[config.mk]
export PLATFORM = sky130hd
export DESIGN_NAME = uart_rx
export DESIGN_NICKNAME = d
export VERILOG_FILES = /design/src/rtl/uart_pkg.sv /design/src/rtl/sync_2ff.sv /design/src/rtl/uart_rx.sv
export SDC_FILE = /design/constraint.sdc
export NUM_CORES = 1
export LEC_CHECK = 0
export ABC_AREA = 1
export BUFFER_PORTS_ARGS = -buffer_cell sky130_fd_sc_hd__buf_2
export CAP_MARGIN = 20
export CORE_MARGIN = 5
export CORE_UTILIZATION = 35
export DETAILED_ROUTE_END_ITERATION = 7
export GPL_ROUTABILITY_DRIVEN = 0
export PLACE_DENSITY = 0.5
export SKIP_LAST_GASP = 1
export SYNTH_ARGS = -nofsm -noshare
export SYNTH_HDL_FRONTEND = slang
export SYNTH_SLANG_ARGS = --single-unit
[constraint.sdc]
create_clock -name clk -period 1.7 [get_ports clk]
set_input_delay 0.255 -clock clk [delete_from_list [all_inputs] [get_ports clk]]
set_output_delay 0.255 -clock clk [all_outputs]
set_load 0.01 [all_outputs]
[src/rtl/uart_pkg.sv]
// ----------------------------------------------------------------------------
// uart_pkg: shared UART constants and receiver state encoding.   Rev 1.0
// ----------------------------------------------------------------------------
`default_nettype none

package uart_pkg;

  localparam int unsigned DEF_CLK_FREQ  = 50_000_000;
  localparam int unsigned DEF_BAUD_RATE = 9600;
  localparam int unsigned DATA_BITS     = 8;

  localparam int unsigned STATE_W = 3;

  typedef enum logic [STATE_W-1:0] {
    IDLE      = 3'd0,
    START     = 3'd1,
    DATA      = 3'd2,
    STOP      = 3'd3,
    WAIT_IDLE = 3'd4
  } state_t;

endpackage

`default_nettype wire

[src/rtl/sync_2ff.sv]
// ----------------------------------------------------------------------------
// sync_2ff: 1-bit two-flop synchroniser, async active-low reset.   Rev 1.0
// ----------------------------------------------------------------------------
`default_nettype none

module sync_2ff #(
  parameter logic RESET_VAL = 1'b1
) (
  input  logic clk,
  input  logic reset,
  input  logic d,
  output logic q
);

  logic meta_d, meta_q;
  logic sync_d, sync_q;

  always_comb begin
    meta_d = d;
    sync_d = meta_q;
  end

  always_ff @(posedge clk or negedge reset) begin
    if (!reset) begin
      meta_q <= RESET_VAL;
      sync_q <= RESET_VAL;
    end else begin
      meta_q <= meta_d;
      sync_q <= sync_d;
    end
  end

  assign q = sync_q;

endmodule

`default_nettype wire

[src/rtl/uart_rx.sv]
// ----------------------------------------------------------------------------
// uart_rx: 8N1 UART receiver, mid-bit sampling from a baud counter.   Rev 1.0
// ----------------------------------------------------------------------------
`default_nettype none

module uart_rx
  import uart_pkg::*;
#(
  parameter int unsigned CLK_FREQ  = DEF_CLK_FREQ,
  parameter int unsigned BAUD_RATE = DEF_BAUD_RATE
) (
  input  logic                 clk,
  input  logic                 reset,
  input  logic                 rx,
  output logic [DATA_BITS-1:0] rx_data,
  output logic                 rx_valid,
  output logic                 frame_err,
  output logic                 busy
);

  localparam int unsigned CPB   = CLK_FREQ / BAUD_RATE;
  localparam int unsigned CNT_W = (CPB > 1) ? $clog2(CPB) : 1;
  localparam int unsigned IDX_W = $clog2(DATA_BITS);

  localparam logic [CNT_W-1:0] HALF_M1  = CNT_W'(CPB / 2 - 1);
  localparam logic [CNT_W-1:0] FULL_M1  = CNT_W'(CPB - 1);
  localparam logic [IDX_W-1:0] LAST_IDX = IDX_W'(DATA_BITS - 1);

  if (CPB < 4) begin : g_cpb_too_small
    $error("uart_rx: CLK_FREQ/BAUD_RATE must be at least 4");
  end

  logic rx_s;

  sync_2ff #(.RESET_VAL(1'b1)) u_sync_rx (
    .clk   (clk),
    .reset (reset),
    .d     (rx),
    .q     (rx_s)
  );

  state_t               state_d, state_q;
  logic [CNT_W-1:0]     cnt_d, cnt_q;
  logic [IDX_W-1:0]     idx_d, idx_q;
  logic [DATA_BITS-1:0] shift_d, shift_q;
  logic [DATA_BITS-1:0] data_d, data_q;
  logic                 valid_d, valid_q;
  logic                 ferr_d, ferr_q;

  always_comb begin
    state_d = state_q;
    cnt_d   = cnt_q;
    idx_d   = idx_q;
    shift_d = shift_q;
    data_d  = data_q;
    valid_d = 1'b0;
    ferr_d  = 1'b0;

    case (state_q)
      IDLE: begin
        cnt_d = '0;
        if (!rx_s) state_d = START;
      end
      // A start bit that is high again at mid-bit is treated as a glitch.
      START: begin
        if (cnt_q == HALF_M1) begin
          cnt_d   = '0;
          idx_d   = '0;
          state_d = rx_s ? IDLE : DATA;
        end else begin
          cnt_d = cnt_q + CNT_W'(1);
        end
      end
      DATA: begin
        if (cnt_q == FULL_M1) begin
          cnt_d          = '0;
          shift_d[idx_q] = rx_s;
          if (idx_q == LAST_IDX) state_d = STOP;
          else                   idx_d   = idx_q + IDX_W'(1);
        end else begin
          cnt_d = cnt_q + CNT_W'(1);
        end
      end
      STOP: begin
        if (cnt_q == FULL_M1) begin
          cnt_d = '0;
          if (rx_s) begin
            data_d  = shift_q;
            valid_d = 1'b1;
            state_d = IDLE;
          end else begin
            ferr_d  = 1'b1;
            state_d = WAIT_IDLE;
          end
        end else begin
          cnt_d = cnt_q + CNT_W'(1);
        end
      end
      // A break must end before another start edge can be recognised.
      WAIT_IDLE: begin
        if (rx_s) state_d = IDLE;
      end
      default: state_d = IDLE;
    endcase
  end

  always_ff @(posedge clk or negedge reset) begin
    if (!reset) begin
      state_q <= IDLE;
      cnt_q   <= '0;
      idx_q   <= '0;
      shift_q <= '0;
      data_q  <= '0;
      valid_q <= 1'b0;
      ferr_q  <= 1'b0;
    end else begin
      state_q <= state_d;
      cnt_q   <= cnt_d;
      idx_q   <= idx_d;
      shift_q <= shift_d;
      data_q  <= data_d;
      valid_q <= valid_d;
      ferr_q  <= ferr_d;
    end
  end

  assign rx_data   = data_q;
  assign rx_valid  = valid_q;
  assign frame_err = ferr_q;
  assign busy      = (state_q != IDLE);

endmodule

`default_nettype wire

==> metrics.md, run 1 <==
| Metric | Value |
|---|---|
| CP required | `roughly 1.9 ns` |
| Number of global-route vias before repair | `around 1,700` |
| Synth unique cells | `23` |
| Worst endpoint data arrival time | `1.77 ns` |
| Post-DP HPWL | `around 3400 um` |
| Crit Path Class | `flip-flop to flip-flop` |
| Initial antenna violation count | `0` |
| Min Tclk post-route | `1.584 ns` |
| Worst-margin pin slew | `0.4809 ns` |
| Synthesized Nets | `287` |
| Register area share after synthesis | `between 40% and 50%` |
| RR Startpoint | `cnt_q[0]` |
| Final count of negative-setup-slack endpoints | `0` |
| Count leader, synth | `nand2_1` |
| ANT nets after route | `0` |
| Leak | `roughly 1.2 nW` |
| Hold Crit Start | `rx` |
| Commonest cells in the synthesized netlist | `nand2_1, dfrtp_1, nor2_1` |
| Fillers | `620` |
| Post-synth EDFFs | `0` |
| First-pass GRT wire length | `between 8000 and 9000 um` |
| Hold Crit Class | `primary input to flip-flop` |
| Worst Clk Skew | `approximately 0.011 ns` |
| CORE AREA | `between 0.005 and 0.006 mm^2` |
| P_sw | `0.0003747 W` |
| Yosys warning total | `0` |
| Initial DRC Count | `85` |
| #FFs+latches synth | `39` |
| Drt drc | `0` |
| I/O pin cnt | `14` |
| Slew Viols, Final | `0` |
| Max cap viols | `0` |
| R2R depth | `8` |
| Seq pwr share | `between 50% and 60%` |
| Top cell type's share of synthesized area | `44.10%` |
| DP Worst Slack | `0.05370 ns` |
| IO Port Bufs | `13` |
| Final wirelength | `roughly 4600 um` |
| Net count, final | `314` |
| Mapped Area | `~0.0021 mm^2` |
| CP Capture Type | `flip-flop` |
| Wire per inst | `12.09 um` |
| Sink Count | `39` |
| CTS root buf | `clkbuf_8` |
| Hold depth | `1` |
| CP startpoint | `cnt_q[0]` |
| Fraction of layout cells with a size suffix above 1 | `between 15 and 20%` |
| Largest net degree at the start of global routing | `23` |
| Vias | `around 1,800` |
| CTS clk-pin slew, worst paths | `roughly 0.08 ns` |
| Worst relative slew slack | `approximately 68%` |
| Clk Latency, worst-skew pair | `roughly 0.30 ns` |
| GRT Overall Usage | `between 10 and 15%` |
| Status | `completed` |
| P per Cell Area | `about 700 mW/mm^2` |
| CP Launch Type | `flip-flop` |
| Crit Path Max Fanout | `7` |
| Post-layout util | `a little over two fifths` |
| Full die area | `between 0.007 and 0.008 mm^2` |
| Layout area overhead | `17.52%` |
| Sw frac | `a little over a fifth` |
| Power Internal | `~0.0014 W` |
| Total gr overflow | `0` |
| Syn Inst Count | `between 200 and 300` |
| Buffer depth of the longest clock path | `2` |
| Diode count | `0` |
| Fmax | `0.6312 GHz` |
| Num CTS Buffers | `5` |
| Level count of the clock H-tree | `2` |
| Endpoints failing hold | `0` |
| Final setup margin | `roughly 0.12 ns` |
| Logic pwr share | `approximately 2.1%` |
| Rows | `28` |
| Top FF cell, synth | `dfrtp_1` |
| Initial core utilization | `between 30 and 40%` |
| Ys async rst share | `between 90% and 100%` |
| Detailed Routing Iterations Pass 1 | `4` |
| Vias per std cell | `between 4 and 5` |
| Synth area leaders | `dfrtp_1, nand2_1, nor2_1` |
| Syn Area/Cell | `approximately 7.5 um^2` |
| Overall Power | `between 0.0015 and 0.002 W` |
| Clock share of power | `between 40 and 50%` |
| Cell taking the most area after synthesis | `dfrtp_1` |
| Max IR drop VDD | `~0.0003 V` |
| Die W | `87.45 um` |
| Die height | `about 87 um` |
| Final Cycle Share | `between 90 and 100%` |
| Clock tree from TritonCTS | `built` |
[kinds of logic after synthesis]
family	Yosys count	share of synthesized area [%]
adders and majority gates	3	1.788
buffers and inverters	31	5.780
xor gates and xnor gates	4	1.668
and+or+nand+nor	193	41.42
DFF	39	46.60
AOI/OAI and AO/OA	11	2.742
[power by group through the flow]
stage | logic, W | registers (W) | clock network (W)
final | 0.0000371 | 0.000932 | 0.000784
after global routing | 0.0000441 | 0.000932 | 0.000862
after CTS | 0.0000396 | 0.000932 | 0.000821
after detailed placement | 0.0000376 | 0.000950 | 0
after global placement | 0.0000374 | 0.000950 | 0
after floorplan | 0.00000629 | 0.000950 | 0
[metrics by stage]
stage	instances	setup TNS [ns]	instance area, um^2	hold WS [ns]
finish	384	0	2467	0.04937
global route	384	-0.001626	2467	0.02106
CTS	382	0	2426	0.03263
detailed placement	373	0	2303	0.2497
global placement	373	0	2303	0.2436
floorplan	281	0	2100	-0.04059
[area by class of cell]
class	count	area, um^2	share of cell area [%]
inverters	29	108.9	4.412
well taps	75	93.84	3.803
repair buffers	22	160.2	6.491
clock buffers	5	68.82	2.789
flip-flops and latches	39	978.4	39.66
clock inverters	3	43.79	1.775
multi-input cells	211	1013	41.07
[routing by layer]
metal | wire (um) | global-route usage, % | vias up
met5 | 0 | 0 | -
met3 | 217 | 3.217 | 8
met4 | 76 | 5.439 | 0
li1 | - | - | 936
met1 | 2414 | 19.56 | 815
met2 | 1935 | 20.21 | 35
[worst max-delay path: stages (launching register included)]
cell     delay, ns
dfrtp_1       0.38
ha_2          0.23
nand2_2       0.10
nor2_4        0.15
nand3_4       0.12
nand2_2       0.14
nand2_4       0.09
nor2_4        0.20
nor2_1        0.07
[path summary, 6_finish.rpt]
| kind | end | slack [ns] |
|---|---|---|
| max reg2reg | cnt_q[9] | 0.12 |
| min in group asynchronous | shift_q[3] | 0.45 |
| max | cnt_q[9] | 0.12 |
| min | u_sync_rx.meta_q | 0.05 |
| min reg2reg | u_sync_rx.q | 0.36 |
| max in group asynchronous | shift_q[5] | 0.77 |
[flip-flops by register name, summed over array words and instances, names as in the netlist]
signal            cells
shift_q               8
rx_data               8
idx_q                 3
u_sync_rx.q           1
state_q               3
cnt_q                13
frame_err             1
rx_valid              1
u_sync_rx.meta_q      1
[layout by cell type, fill, tap and decap left out, drive strengths merged]
cell         synthesis  routed
nor3                 6       6
nor2                45      45
dlygate4sd3          0       1
buf                  2      21
clkbuf               0       5
o21ai               10      10
ha                   3       3
dfrtp               37      37
nand2              112     112
xor2                 4       4
clkinv               0       2
o211ai               1       1
nand4               10      10
bufinv               0       1
dfstp                2       2
nand3               20      20
inv                 29      29
[timing repair]
| item | CTS | global route |
|---|---|---|
| hold endpoints to repair | 15 | 0 |
| endpoints found under the setup margin | 0 | 15 |
| buffers inserted | 0 | 2 |
| hold buffers | 1 | 0 |
| gates resized for setup | 0 | 3 |
(Power assumes the default switching activity.)
==> run 2, diff against run 1 <==
--- a/config.mk
+++ b/config.mk
@@ -13,6 +13,7 @@
 export DETAILED_ROUTE_END_ITERATION = 7
 export GPL_ROUTABILITY_DRIVEN = 0
 export PLACE_DENSITY = 0.5
+export REMOVE_ABC_BUFFERS = 1
 export SKIP_LAST_GASP = 1
 export SYNTH_ARGS = -nofsm -noshare
 export SYNTH_HDL_FRONTEND = slang
==> run 2 against run 1 <==
  * Wire length rose by 3.2%
  * Count of clock-buffer cells in the layout did not move
  * Critical path depth did not move
  * Die area did not move
  * Register-to-register slack improved by 0.03 ns
  * Utilization fell by 0.38 points
  * Sequential share of layout area rose by 0.37 points
  * Worst hold slack got worse by 0.039 ns
  * Clock skew fell by 0.0059 ns
  * Critical endpoint unchanged
  * Combinational power fell by 14%
  * Fmax rose by 2.0%
  * Clock power rose by 1%
==> metrics.md, run 2 (synthesis results as in run 1) <==
| Metric | Value |
|---|---|
| Clock share of power | `45.2%` |
| Largest net degree at the start of global routing | `40` |
| Worst-margin pin slew | `between 0.5 and 0.6 ns` |
| Hold Crit Class | `primary input to asynchronous set/reset pin` |
| Power Internal | `~0.0014 W` |
| Logic pwr share | `roughly 1.8%` |
| Die W | `around 90 um` |
| Diode count | `0` |
| Fraction of layout cells with a size suffix above 1 | `between 10% and 20%` |
| Level count of the clock H-tree | `2` |
| CP required | `between 1.5 and 2 ns` |
| Largest reg by FF count | `cnt_q` |
| Drt drc | `0` |
| Net count, final | `314` |
| Post-DP HPWL | `roughly 3500 um` |
| Wire per inst | `between 10 and 15 um` |
| P per Cell Area | `approximately 720 mW/mm^2` |
| Final count of negative-setup-slack endpoints | `0` |
| Slew Viols, Final | `0` |
| Number of global-route vias before repair | `roughly 1,700` |
| CP Launch Type | `flip-flop` |
| GRT Overall Usage | `~14%` |
| Sw frac | `a little over a fifth` |
| Final Non-Filler Cells | `384` |
| Initial core utilization | `35.67%` |
| Vias per std cell | `4.763` |
| Seq pwr share | `a little over half` |
| Layout area overhead | `16.45%` |
| Rows | `28` |
| Leak | `1.233 nW` |
| CP Capture Type | `flip-flop` |
| Most common cell after layout, fill and taps aside | `nand2_1` |
| Num CTS Buffers | `5` |
| CTS root buf | `clkbuf_8` |
| CORE AREA | `approximately 0.006 mm^2` |
| Final wirelength | `around 4800 um` |
| Worst relative slew slack | `roughly two thirds` |
| Endpoints failing hold | `0` |
| RSZ-0062 raised after global routing | `no` |
| CTS clk-pin slew, worst paths | `0.08 ns` |
| ANT nets after route | `0` |
| IO Port Bufs | `13` |
| Clock tree from TritonCTS | `built` |
| Worst Clk Skew | `around 0.0046 ns` |
| Buffer depth of the longest clock path | `2` |
| Number of flip-flops in the largest register | `13` |
| I/O pin cnt | `14` |
| Clk Latency, worst-skew pair | `0.30 ns` |
| P_sw | `between 0.0003 and 0.0004 W` |
| Status | `completed` |
| Detailed Routing Iterations Pass 1 | `4` |
| Full die area | `about 0.0076 mm^2` |
| Most frequent cells in the layout | `nand2_1, dfrtp_1, nor2_1, inv_1, nand3_1` |
| Total gr overflow | `0` |
| Vias | `1,829` |
| Placed Cells | `about 380` |
| Max cap viols | `0` |
| Fmax | `between 0.6 and 0.7 GHz` |
| First-pass GRT wire length | `approximately 8000 um` |
| Die height | `a little under 90 um` |
| Final Cycle Share | `91.32%` |
| Initial DRC Count | `116` |
| Crit Path Class | `flip-flop to flip-flop` |
| Sum Neg Setup Slack | `0 ns` |
| Sink Count | `39` |
| Max IR drop VDD | `0.0002813 V` |
| Crit Path Max Fanout | `7` |
| Initial antenna violation count | `0` |
| Worst endpoint data arrival time | `~1.7 ns` |
| Min Tclk post-route | `~1.6 ns` |
## run 2: cell types whose count changed in the layout (fill, tap and decap cells not counted)
cell / change
nand2_2: -1
dlygate4sd3_1: -1
buf_4: +3
nand2_4: +1
buf_12: -2
## run 2: area by class of cell
class                           instances  area [um^2]
Fill cell                             627         3441
Multi-Input combinational cell        211         1018
Sequential cell                        39        978.4
Timing Repair Buffer                   22        132.6
Inverter                               29        108.9
Tap cell                               75        93.84
Clock buffer                            5        68.82
Clock inverter                          3        43.79
## run 2: per-layer routing
metal  vias to the layer above  global-route usage [%]  part of all wire [%]
li1                        938                       -                     -
met1                       847                   20.28                    51
met2                        38                   20.00                    43
met3                         6                   3.122                   4.2
met4                         0                   4.881                   1.7
met5                         -                       0                     0
## run 2: repair_timing
| action | 4_1_cts | 5_1_grt |
|---|---|---|
| hold endpoints to repair | 0 | 0 |
| hold buffers | 0 | 0 |
| gates resized for setup | 0 | 4 |
| setup endpoints to repair | 0 | 19 |
| buffers inserted | 0 | 1 |
## run 2: per-stage QoR
stage | instance area (um^2) | hold slack [ns] | util (%) | setup slack, ns | total power (W)
final | 2445 | 0.01061 | 41.54 | 0.1476 | 0.001758
after global routing | 2445 | 0.03165 | 41.54 | 0.01249 | 0.001838
after CTS | 2419 | 0.02406 | 41.09 | 0.01916 | 0.001794
after detailed placement | 2306 | 0.3478 | 39.18 | 0.02999 | 0.0009839
after global placement | 2306 | 0.3434 | 39.18 | 0.1191 | 0.0009829
after floorplan | 2087 | -0.04059 | - | 0.2685 | 0.0009555
## run 2: power by group through the flow
stage	logic, W	clock network (W)	registers [W]
after CTS	0.0000337	0.000828	0.000932
final	0.0000320	0.000794	0.000932
after global routing	0.0000381	0.000868	0.000932
after global placement	0.0000327	0	0.000950
after detailed placement	0.0000337	0	0.000950
after floorplan	0.00000345	0	0.000952
## run 2: path summary, 6_finish.rpt
path | start | endpoint | slack, ns | cells after the start
min in group clk | rx | u_sync_rx.meta_q | 0.05 | 1
max reg2reg | cnt_q[0] | cnt_q[9] | 0.15 | 8
min reg2reg | u_sync_rx.meta_q | u_sync_rx.q | 0.36 | 0
max in group asynchronous | reset | u_sync_rx.q | 1.32 | 2
min | reset | cnt_q[5] | 0.01 | 2
max | cnt_q[0] | cnt_q[9] | 0.15 | 8
## run 2: worst max-delay path: stages, from the launching register on
cell	delay (ns)
dfrtp_1	0.38
ha_2	0.22
nand2_2	0.10
nor2_4	0.15
nand3_4	0.12
nand2_4	0.12
nand2_4	0.08
nor2_4	0.20
nor2_1	0.07
